## config.mk

```make
export PLATFORM = sky130hd
export DESIGN_NAME = demux_1to4_reg
export DESIGN_NICKNAME = d
export VERILOG_FILES = /design/src/rtl/demux_1to4_reg.sv
export SDC_FILE = /design/constraint.sdc
export NUM_CORES = 1
export LEC_CHECK = 0
export CORE_MARGIN = 8
export CORE_UTILIZATION = 45
export DETAILED_ROUTE_END_ITERATION = 8
export HOLD_SLACK_MARGIN = 0.05
export PLACE_DENSITY = 0.95
export SYNTH_ARGS = -nofsm -noshare
export SYNTH_HDL_FRONTEND = slang
export SYNTH_SLANG_ARGS = --single-unit
```

## constraint.sdc

```tcl
create_clock -name clk -period 2.5 [get_ports clk]
set_input_delay 0.25 -clock clk [delete_from_list [all_inputs] [get_ports clk]]
set_output_delay 0.25 -clock clk [all_outputs]
set_load 0.05 [all_outputs]
```

## src/rtl/demux_1to4_reg.sv

```systemverilog
// Registered 1-to-4 demultiplexer with per-channel valid/ready holding registers.
// Optional macro DEMUX_1TO4_CNT_EN adds saturating per-channel drain counters (xfer_cnt).
module demux_1to4_reg #(
  parameter int WIDTH = 4
) (
  input  logic             clk,
  input  logic             rst,
  input  logic [WIDTH-1:0] in_data,
  input  logic [1:0]       in_sel,
  input  logic             in_valid,
  output logic             in_ready,
  input  logic             auto_seq,
  output logic [WIDTH-1:0] out_a,
  output logic [WIDTH-1:0] out_b,
  output logic [WIDTH-1:0] out_c,
  output logic [WIDTH-1:0] out_d,
  output logic [3:0]       out_valid,
  input  logic [3:0]       out_ready,
`ifdef DEMUX_1TO4_CNT_EN
  output logic [31:0]      xfer_cnt,
`endif
  output logic [1:0]       cur_ch
);

  logic [1:0]       ptr;
  logic [WIDTH-1:0] data_p1 [4];
  logic             acc;
  logic [3:0]       load;
  logic [3:0]       drain;

  always_comb begin
    cur_ch   = auto_seq ? ptr : in_sel;
    // A full target that drains this cycle may be reloaded in the same cycle.
    in_ready = ~rst & (~out_valid[cur_ch] | out_ready[cur_ch]);
    acc      = in_valid & in_ready;
    load     = acc ? (4'b0001 << cur_ch) : 4'b0000;
    drain    = out_valid & out_ready;
  end

  // Stage p1: channel holding registers and rotating pointer
  always_ff @(posedge clk or posedge rst) begin
    if (rst) begin
      ptr       <= 2'b00;
      out_valid <= 4'b0000;
      for (int i = 0; i < 4; i++) data_p1[i] <= '0;
    end else begin
      for (int i = 0; i < 4; i++) begin
        if (load[i]) data_p1[i] <= in_data;
      end
      out_valid <= load | (out_valid & ~drain);
      if (acc && auto_seq) ptr <= ptr + 2'd1;
    end
  end

  assign out_a = data_p1[0];
  assign out_b = data_p1[1];
  assign out_c = data_p1[2];
  assign out_d = data_p1[3];

`ifdef DEMUX_1TO4_CNT_EN
  logic [7:0] cnt_p1 [4];

  function automatic logic [7:0] sat_inc(input logic [7:0] v);
    return (v == 8'hFF) ? v : v + 8'd1;
  endfunction

  always_ff @(posedge clk or posedge rst) begin
    if (rst) begin
      for (int i = 0; i < 4; i++) cnt_p1[i] <= 8'd0;
    end else begin
      for (int i = 0; i < 4; i++) begin
        if (drain[i]) cnt_p1[i] <= sat_inc(cnt_p1[i]);
      end
    end
  end

  assign xfer_cnt = {cnt_p1[3], cnt_p1[2], cnt_p1[1], cnt_p1[0]};
`endif

endmodule

```

==> results of run 1 <==
## path summary, 6_finish.rpt
check	startpoint	endpoint	slack (ns)	cells after the start
min in group clk	out_b[0]	out_b[0]	0.50	1
hold reg to reg	out_b[0]	out_b[0]	0.50	1
max in group asynchronous	rst	ptr[1]	1.86	3
hold / removal	rst	out_c[0]	0.43	3
setup / recovery	auto_seq	in_ready	0.37	6
setup reg to reg	ptr[0]	out_c[3]	0.73	4
## critical path, stage by stage
cell and delay [ns]:
clkdlybuf4s50_1 0.54, mux2_4 0.36, mux2_2 0.25, nand2_1 0.06, a21oi_1 0.25, buf_12 0.18
## placed cells by master, fill, tap and decap left out, types with 2 or more instances in the layout
| cell | Yosys | final |
|---|---|---|
| nand2_1 | 6 | 6 |
| nand3_2 | 2 | 2 |
| inv_1 | 2 | 2 |
| mux2_2 | 17 | 17 |
| dfrtp_1 | 22 | 22 |
| a31oi_1 | 2 | 2 |
| nor2_1 | 2 | 2 |
| nand2b_1 | 4 | 4 |
| o21ai_0 | 2 | 2 |
| clkdlybuf4s50_1 | 0 | 34 |
| a21oi_1 | 2 | 2 |
| clkbuf_4 | 0 | 3 |
| buf_4 | 0 | 2 |
## report_power, final
part	internal, mW	total (mW)	switching, mW
clock network	0.0560	0.148	0.0918
registers	0.507	0.588	0.0805
logic	0.404	1.12	0.716
## cells by family (layout without fill, tap and decap cells)
logic type / count (synthesis) / after routing / share of synthesized area
buffers and inverters: 2 / 42 / 0.008046
and+or+nand+nor: 17 / 17 / 0.1139
AOI/OAI and AO/OA: 7 / 7 / 0.04424
DFF: 22 / 22 / 0.5898
muxes: 20 / 20 / 0.2440
## metrics by stage
step           instances  power [mW]    util
3_5_place_dp         132       1.726  0.6843
2_1_floorplan         68       1.326       -
4_1_cts              135       1.876  0.6958
6_report             135       1.855  0.6958
5_1_grt              135       1.945  0.6958
3_3_place_gp         132       1.703  0.6843
## cell type report
cell class / instances / share of cell area
sequential: 22 / 0.4033
multi-input combinational: 44 / 0.2750
timing repair buffer: 37 / 0.2750
tap: 27 / 0.02475
clock buffer: 3 / 0.01650
inverter: 2 / 0.005500
## state kept, by name, indices dropped and copies added (netlist names)
signal and flops:
out_b 4, ptr 2, out_c 4, out_valid 4, out_d 4, out_a 4
## layer usage
layer | part of all wire | global-route usage
met5 | 0 | 0
met2 | 0.50 | 0.2112
met3 | 0.098 | 0.02505
met1 | 0.39 | 0.1384
met4 | 0.012 | 0.08442
==> results.ini, run 1 <==
[outcome]
status=finished clean

[placed_design]
globalplace.congestion=0.8513
postPlaceCellArea_um2=1343
post-place-ws_ns=0.2937
dp_hpwl_mm=1.769
io_buffers=36

[floorplan]
core-area_um2=1962
die_area_um2=3788
die_y_um=61.55
ios=37
rows=16
die_w_um=61.55
start_util=0.4758

[synthesis]
ys.flop_type=dfrtp_1
synth_area_leaders=dfrtp_1 (59%), mux2_2 (21%), nand2b_1 (2.7%)
synth.largest_area_cell=dfrtp_1
yosys-top-cells-count=dfrtp_1 (22), mux2_2 (17), nand2_1 (6)
yosys_warnings=0
yosysMostFrequentCell=dfrtp_1
synth_edf_count=0
postSynthCellCount=68
syn_avg_cell_area_um2=13.73
ys_ff_latch=22
async_flop_share=1.000
synth_cell_types=17
synth.top_cell.area_share=0.5898
syn_nets=82
netlist_area_um2=933.4
seq_area_frac_synth=0.5898

[clock_tree]
cts_tree=done
htreeDepth=1
cts_resized=0
insertion_delay_ns=0.29
cts_root_buf=clkbuf_4
cts_made_buffers=3
cts_hold_buf=0
clock_path_buffers=2
clkTransAtPathRegs_ns=0.11
post_cts_buffers=0
clock-sinks=22

[critical_path]
start_kind=primary input
cp_max_fo=5
end_kind=output port
worstSetupPathType=primary input to output port
critPathArrivalTime_ns=1.88
critical_path_required_ns=2.25

[route]
drtIter0Drc=23
firstDrtPassIters=4
wirelength_mm=2.192
vias=680
drc=0
routedWlPerCell_um=16.24
ant_nets=0
vias_per_cell=5.037

[grt]
grt_antenna_before_repair=0
grt_pass1_wl_mm=3.505
grt_max_degree=24
grtUsageTotal=0.1254
grt_pass1_vias=742
overflow=0

[pwr]
ir_worst_vdd_mv=0.8586
cellPowerDensity_nw_per_um2=1359
leakage_nw=0.5893

[sta]
setup_viol=0
tns_ns=0
fmax_ghz=0.4695
rsz0062_at_grt=false
worst_pin_slew_ns=0.5221
period_minus_slack_ns=2.130
slew_violations=0
fin_ws_ns=0.3700
hold_violations=0
slew_headroom=0.6508
holdWs_ns=0.4311
finClkSkew_ns=0.003207
fin_crit_sh=0.8520

[cells_and_area]
drive_gt1_frac=0.2593
finalInstanceArea_um2=1365
area_growth_syn_to_layout_pct=46.25
seq_area_um2=550.5
fillerInstances=148
nNetsFinal=124
antenna_cells=0
multi_input_area_um2=375.4

[flow_run]
maxCapViolations=0

[hold_path]
min_path_type=primary input to async pin

Note: power is estimated with default switching activity, not from simulation.
==> run 2: changes to the inputs <==
--- a/config.mk
+++ b/config.mk
@@ -6,10 +6,11 @@
 export NUM_CORES = 1
 export LEC_CHECK = 0
 export CORE_MARGIN = 8
-export CORE_UTILIZATION = 45
+export CORE_UTILIZATION = 28
 export DETAILED_ROUTE_END_ITERATION = 8
 export HOLD_SLACK_MARGIN = 0.05
-export PLACE_DENSITY = 0.95
+export PLACE_DENSITY = 0.68
+export REMOVE_ABC_BUFFERS = 1
 export SYNTH_ARGS = -nofsm -noshare
 export SYNTH_HDL_FRONTEND = slang
 export SYNTH_SLANG_ARGS = --single-unit
==> run 2 against run 1 <==
Compared with the run above:
- hold slack gained 0.0089 ns
- power is 0.81% higher
- sequential power grew 2%
- utilization fell by 27 points
- sequential share of layout area fell by 0.69 points
- highest routed layer unchanged
==> results.ini, run 2 (synthesis gave the netlist of run 1 again) <==
[route]
wl_met2_um=995  ; -9.3%
firstDrtPassIters=4  ; unchanged
drtIter0Drc=17  ; -26%
dr.max_layer_used=met4
wirelength_mm=2.341  ; +6.8%
met1_length_mm=1.043  ; +22%
vias=690  ; +1.5%
drc=0  ; unchanged
wl_met3_um=273  ; +27%
vias_per_cell=4.481  ; -11%
ant_nets=0  ; unchanged
routedWlPerCell_um=15.20  ; -6.4%

[clock_tree]
cts_resized=0  ; unchanged
cts_tree=done
cts_made_buffers=3  ; unchanged
cts_root_buf=clkbuf_4
clock_path_buffers=2  ; unchanged
insertion_delay_ns=0.29  ; about the same
clkTransAtPathRegs_ns=0.11  ; about the same
cts_hold_buf=0  ; unchanged
htreeDepth=1  ; unchanged
clock-sinks=22  ; unchanged
post_cts_buffers=0  ; unchanged

[critical_path]
start_kind=primary input
cp_slowest_cell=clkdlybuf4s50_1
crit-reg2reg-capture=out_d[2]
crit_buf_inv=2  ; unchanged
r2r_cells=5  ; +1
cp_max_fo=5  ; unchanged
path_cells=clkdlybuf4s50_1 > mux2_4 > mux2_2 > nand2_1 > a21oi_1 > buf_12
slowest_delay_ns=0.53  ; about the same
r2r_slack_ns=0.80  ; +0.07 ns
timing.rr.start=ptr[0]
critPathArrivalTime_ns=1.86  ; -0.02 ns
cp_top_family=buffers and inverters
critical_path_required_ns=2.25  ; about the same
end_kind=output port
worstSetupPathType=primary input to output port

[pwr]
cellPowerDensity_nw_per_um2=1346  ; -0.91%
seqPwrFrac=0.319  ; +0.002
switchingPower_mw=0.9026  ; +1.6%
leakage_nw=0.5893  ; unchanged
ir_worst_vdd_mv=0.8953  ; +4.3%
power.total_mw=1.870  ; +0.81%
pwr-share-comb=0.602  ; about the same
p_clk_frac=0.079  ; about the same
switching_share=0.4827  ; +0.003976
intPower_mw=0.9674  ; about the same

[sta]
fin_crit_sh=0.8454  ; -0.006581
tns_ns=0  ; unchanged
setup_viol=0  ; unchanged
worst_pin_slew_ns=0.5439  ; +0.02175 ns
fin_ws_ns=0.3865  ; +0.01645 ns
rsz0062_at_grt=false
hold_violations=0  ; unchanged
period_minus_slack_ns=2.114  ; -0.01645 ns
finClkSkew_ns=0.004113  ; +0.0009064 ns
slew_violations=0  ; unchanged
holdWs_ns=0.4401  ; +0.008907 ns
slew_headroom=0.6363  ; -0.01455
fmax_ghz=0.4731  ; +0.78%

[grt]
grt_max_degree=24  ; unchanged
grt_pass1_vias=760  ; +2.4%
grt_antenna_before_repair=0  ; unchanged
grt_pass1_wl_mm=3.850  ; +9.8%
overflow=0  ; unchanged
grtUsageTotal=0.09556  ; -0.02981

[floorplan]
ios=37  ; unchanged
die_w_um=73.74  ; +20%
core-area_um2=3258  ; +66%
die_y_um=73.74  ; +20%
rows=21  ; +5
die_area_um2=5437  ; +44%
start_util=0.2865  ; -0.1893

[placed_design]
postPlaceCellArea_um2=1366  ; +1.8%
dp_hpwl_mm=1.786  ; +0.93%
globalplace.congestion=0.8146  ; -4.3%
post-place-ws_ns=0.3891  ; +0.09541 ns
io_buffers=36  ; unchanged

[hold_path]
min_path_type=primary input to async pin

[cells_and_area]
antenna_cells=0  ; unchanged
final_common_cell=clkdlybuf4s50_1
area_growth_syn_to_layout_pct=48.79
fillerInstances=335  ; +130%
drive_gt1_frac=0.2593  ; unchanged
finalInstanceArea_um2=1389  ; +1.7%
mostFrequentLayoutCells=clkdlybuf4s50_1 (34), dfrtp_1 (22), mux2_2 (17)
nNetsFinal=124  ; unchanged

[flow_run]
maxCapViolations=0  ; unchanged

[outcome]
status=finished clean

==> run 2: worst reg2reg max path, delay by kind of cell (launching register included) <==
family / cells / cell delay (ns)
buf+inv: 1 / 0.18
simple gates: 2 / 0.43
mux: 2 / 0.57
flops: 1 / 0.42
==> run 2: worst max path at each step <==
stage,start,end,slack (ns),cells past startpoint
2_1_floorplan,ptr[1],in_ready,0.40,4
3_5_place_dp,auto_seq,in_ready,0.39,6
3_3_place_gp,auto_seq,in_ready,0.39,6
4_1_cts,auto_seq,in_ready,0.38,6
5_1_grt,auto_seq,in_ready,0.29,6
6_report,auto_seq,in_ready,0.39,6
==> run 2: layer usage <==
layer,GRT usage,up-vias
li1,-,323
met1,0.1148,333
met2,0.1368,30
met3,0.04775,4
met4,0.04656,0
met5,0,-
==> run 2: area by class of cell <==
type | instances | area [um^2] | share of cell area
sequential | 22 | 550.5 | 0.3964
multi-input combinational | 44 | 375.4 | 0.2703
timing repair buffer | 37 | 375.4 | 0.2703
tap | 46 | 57.56 | 0.04144
clock buffer | 3 | 22.52 | 0.01622
inverter | 2 | 7.507 | 0.005405
==> run 2: per-stage QoR <==
stage / std cells / utilization
after floorplan: 68 / -
after global placement: 151 / 0.4194
after detailed placement: 151 / 0.4194
after CTS: 154 / 0.4263
after global routing: 154 / 0.4263
final: 154 / 0.4263
==> run 2: power groups by stage <==
stage	Sequential (mW)	Combinational (mW)	Clock (mW)
2_1_floorplan	1.09	0.239	0
3_3_place_gp	0.597	1.12	0
3_5_place_dp	0.601	1.13	0
4_1_cts	0.598	1.13	0.158
5_1_grt	0.615	1.17	0.175
6_report	0.597	1.13	0.148
==> run 3: changes to the inputs <==
==> constraint.sdc (replaced) <==
create_clock -name clk -period 2 [get_ports clk]
set_input_delay 0.2 -clock clk [delete_from_list [all_inputs] [get_ports clk]]
set_output_delay 0.2 -clock clk [all_outputs]
set_load 0.05 [all_outputs]
==> run 3 against run 2 <==
Compared with the run above:
- first-iteration DRC count increased by 110%
- non-clock buffer count is 2 higher
- sequential share of layout area decreased by 0.91 points
- power is 28% higher
- global-route usage decreased by 0.085 points
- wire length grew 0.34%
- sequential cell count unchanged
==> results.ini, run 3 (synthesis gave the netlist of run 1 again) <==
[clock_tree]
cts_made_buffers=3  ; unchanged
clock_path_buffers=2  ; unchanged
clkTransAtPathRegs_ns=0.12  ; about the same
insertion_delay_ns=0.31  ; +0.02 ns
post_cts_buffers=0  ; unchanged
clock-sinks=22  ; unchanged
cts_root_buf=clkbuf_4
cts_tree=done
htreeDepth=1  ; unchanged

[sta]
slew_headroom=0.6468  ; +0.01049
rsz0062_at_grt=false
fin_ws_ns=0.1086  ; -0.2779 ns
period_minus_slack_ns=1.891
finClkSkew_ns=0.01035  ; +0.006234 ns
hold_violations=0  ; unchanged
setup_viol=0  ; unchanged
tns_ns=0  ; unchanged
fmax_ghz=0.5287
fin_crit_sh=0.9457
worst_pin_slew_ns=0.5282  ; -0.01569 ns
slew_violations=0  ; unchanged

[floorplan]
ios=37  ; unchanged
die_y_um=73.74  ; unchanged
start_util=0.2865  ; unchanged
die_w_um=73.74  ; unchanged
core-area_um2=3258  ; unchanged
rows=21  ; unchanged
die_area_um2=5437  ; unchanged

[hold_path]
min_path_type=primary input to async pin

[pwr]
pwr-share-comb=0.588  ; -0.014
switching_share=0.4755  ; -0.007222
switchingPower_mw=1.138  ; +26%
ir_worst_vdd_mv=0.9375  ; +4.7%
seqPwrFrac=0.311  ; -0.008
cellPowerDensity_nw_per_um2=1684  ; +25%
p_clk_frac=0.101  ; +0.022
leakage_nw=0.6168  ; +4.7%
intPower_mw=1.255  ; +30%

[route]
routedWlPerCell_um=14.96  ; -1.6%
vias_per_cell=4.446  ; -0.77%
wirelength_mm=2.349  ; +0.34%
firstDrtPassIters=4  ; unchanged
drc=0  ; unchanged
ant_nets=0  ; unchanged
drtIter0Drc=35  ; +18
vias=698  ; +1.2%

[flow_run]
maxCapViolations=0  ; unchanged

[grt]
grt_antenna_before_repair=0  ; unchanged
use_met3=0.04366  ; -0.004093
grt-busiest-layer=met2
grt_pass1_vias=807  ; +6.2%
use_met1=0.1116  ; -0.003210
grt_max_degree=24  ; unchanged
grtUsageTotal=0.09471  ; -0.0008482
overflow=0  ; unchanged
grt_pass1_wl_mm=3.939  ; +2.3%
globalRouteMet2Util=0.1407  ; +0.003937

[cells_and_area]
drive_gt1_frac=0.2973  ; +0.03804
fillerInstances=331  ; -1.2%
mostFrequentLayoutCells=clkdlybuf4s50_1 (32), dfrtp_1 (22), mux2_2 (17)
multi_input_area_um2=379.1  ; +1.0%
seq_area_um2=550.5  ; unchanged
final_common_cell=clkdlybuf4s50_1
area_growth_syn_to_layout_pct=52.28
antenna_cells=0  ; unchanged
nNetsFinal=126  ; +1.6%

[critical_path]
crit-reg2reg-capture=out_b[0]
cp_max_fo=5  ; unchanged
worstSetupPathType=flip-flop to output port
crit_path_start=ptr[1]
end_kind=output port
critical_path_required_ns=1.80  ; -0.45 ns
start_kind=flip-flop
critPathArrivalTime_ns=1.69  ; -0.17 ns
worstSetupEndpoint=in_ready
r2r_cells=4  ; -1
r2r_slack_ns=0.36  ; -0.44 ns
timing.rr.start=ptr[1]

[placed_design]
dp_hpwl_mm=1.788  ; +0.12%
post-place-ws_ns=-0.06136  ; -0.4505 ns
globalplace.congestion=0.8177  ; +0.38%
io_buffers=36  ; unchanged

[outcome]
status=finished clean

[run 3: changes by cell type in the layout (fill, tap and decap cells not counted), sizes merged]
cell           delta
buf               +3
clkbuf            +1
clkdlybuf4s50     -2
dlymetal6s2s      +1
[run 3: repair_timing]
item                                    4_1_cts  5_1_grt
resized for setup                             1        1
pin swaps                                     0        1
hold buffers                                  0        0
endpoints found under the setup margin        1        1
hold endpoints to repair                      0        0
[run 3: worst min path at each step]
stage | startpoint | end | slack, ns | depth (start not counted)
3_5_place_dp | out_a[1] | out_a[1] | 0.49 | 1
5_1_grt | rst | out_c[2] | 0.44 | 3
2_1_floorplan | rst | out_a[0] | 0.20 | 1
4_1_cts | rst | ptr[0] | 0.40 | 3
6_report | rst | out_d[0] | 0.39 | 3
3_3_place_gp | out_b[0] | out_b[0] | 0.48 | 1
[run 3: layout make-up]
class                           count  share of cell area
Clock buffer                        4             0.02553
Inverter                            2            0.005282
Multi-Input combinational cell     44              0.2667
Sequential cell                    22              0.3873
Tap cell                           46             0.04049
Timing Repair Buffer               39              0.2746
[run 3: through the flow]
stage	instance area (um^2)	util	instances	total power, mW	hold slack, ns
after CTS	1419	0.4355	157	2.419	0.4002
after global routing	1421	0.4363	157	2.524	0.4362
final	1421	0.4363	157	2.393	0.3903
after detailed placement	1379	0.4232	153	2.167	0.4930
after floorplan	933.4	-	68	1.658	0.2028
after global placement	1379	0.4232	153	2.152	0.4826
[run 3: per-layer routing]
metal	routed length (um)	part of all wire
met1	997	0.42
met2	1042	0.44
met3	275	0.12
met4	32	0.014
met5	0	0
[run 3: worst max-delay path, stage by stage, from the launching register on]
cell	delay, ns
dfrtp_1	0.41
mux2_4	0.31
mux2_2	0.24
nand2_1	0.07
a21oi_2	0.21
buf_12	0.16
[run 3: power by group through the flow]
stage          sequential (mW)  combinational, mW  clock (mW)
2_1_floorplan             1.36              0.299           0
6_report                 0.744               1.41       0.242
5_1_grt                  0.773               1.47       0.276
3_5_place_dp             0.754               1.41           0
3_3_place_gp             0.746               1.41           0
4_1_cts                  0.749               1.42       0.247
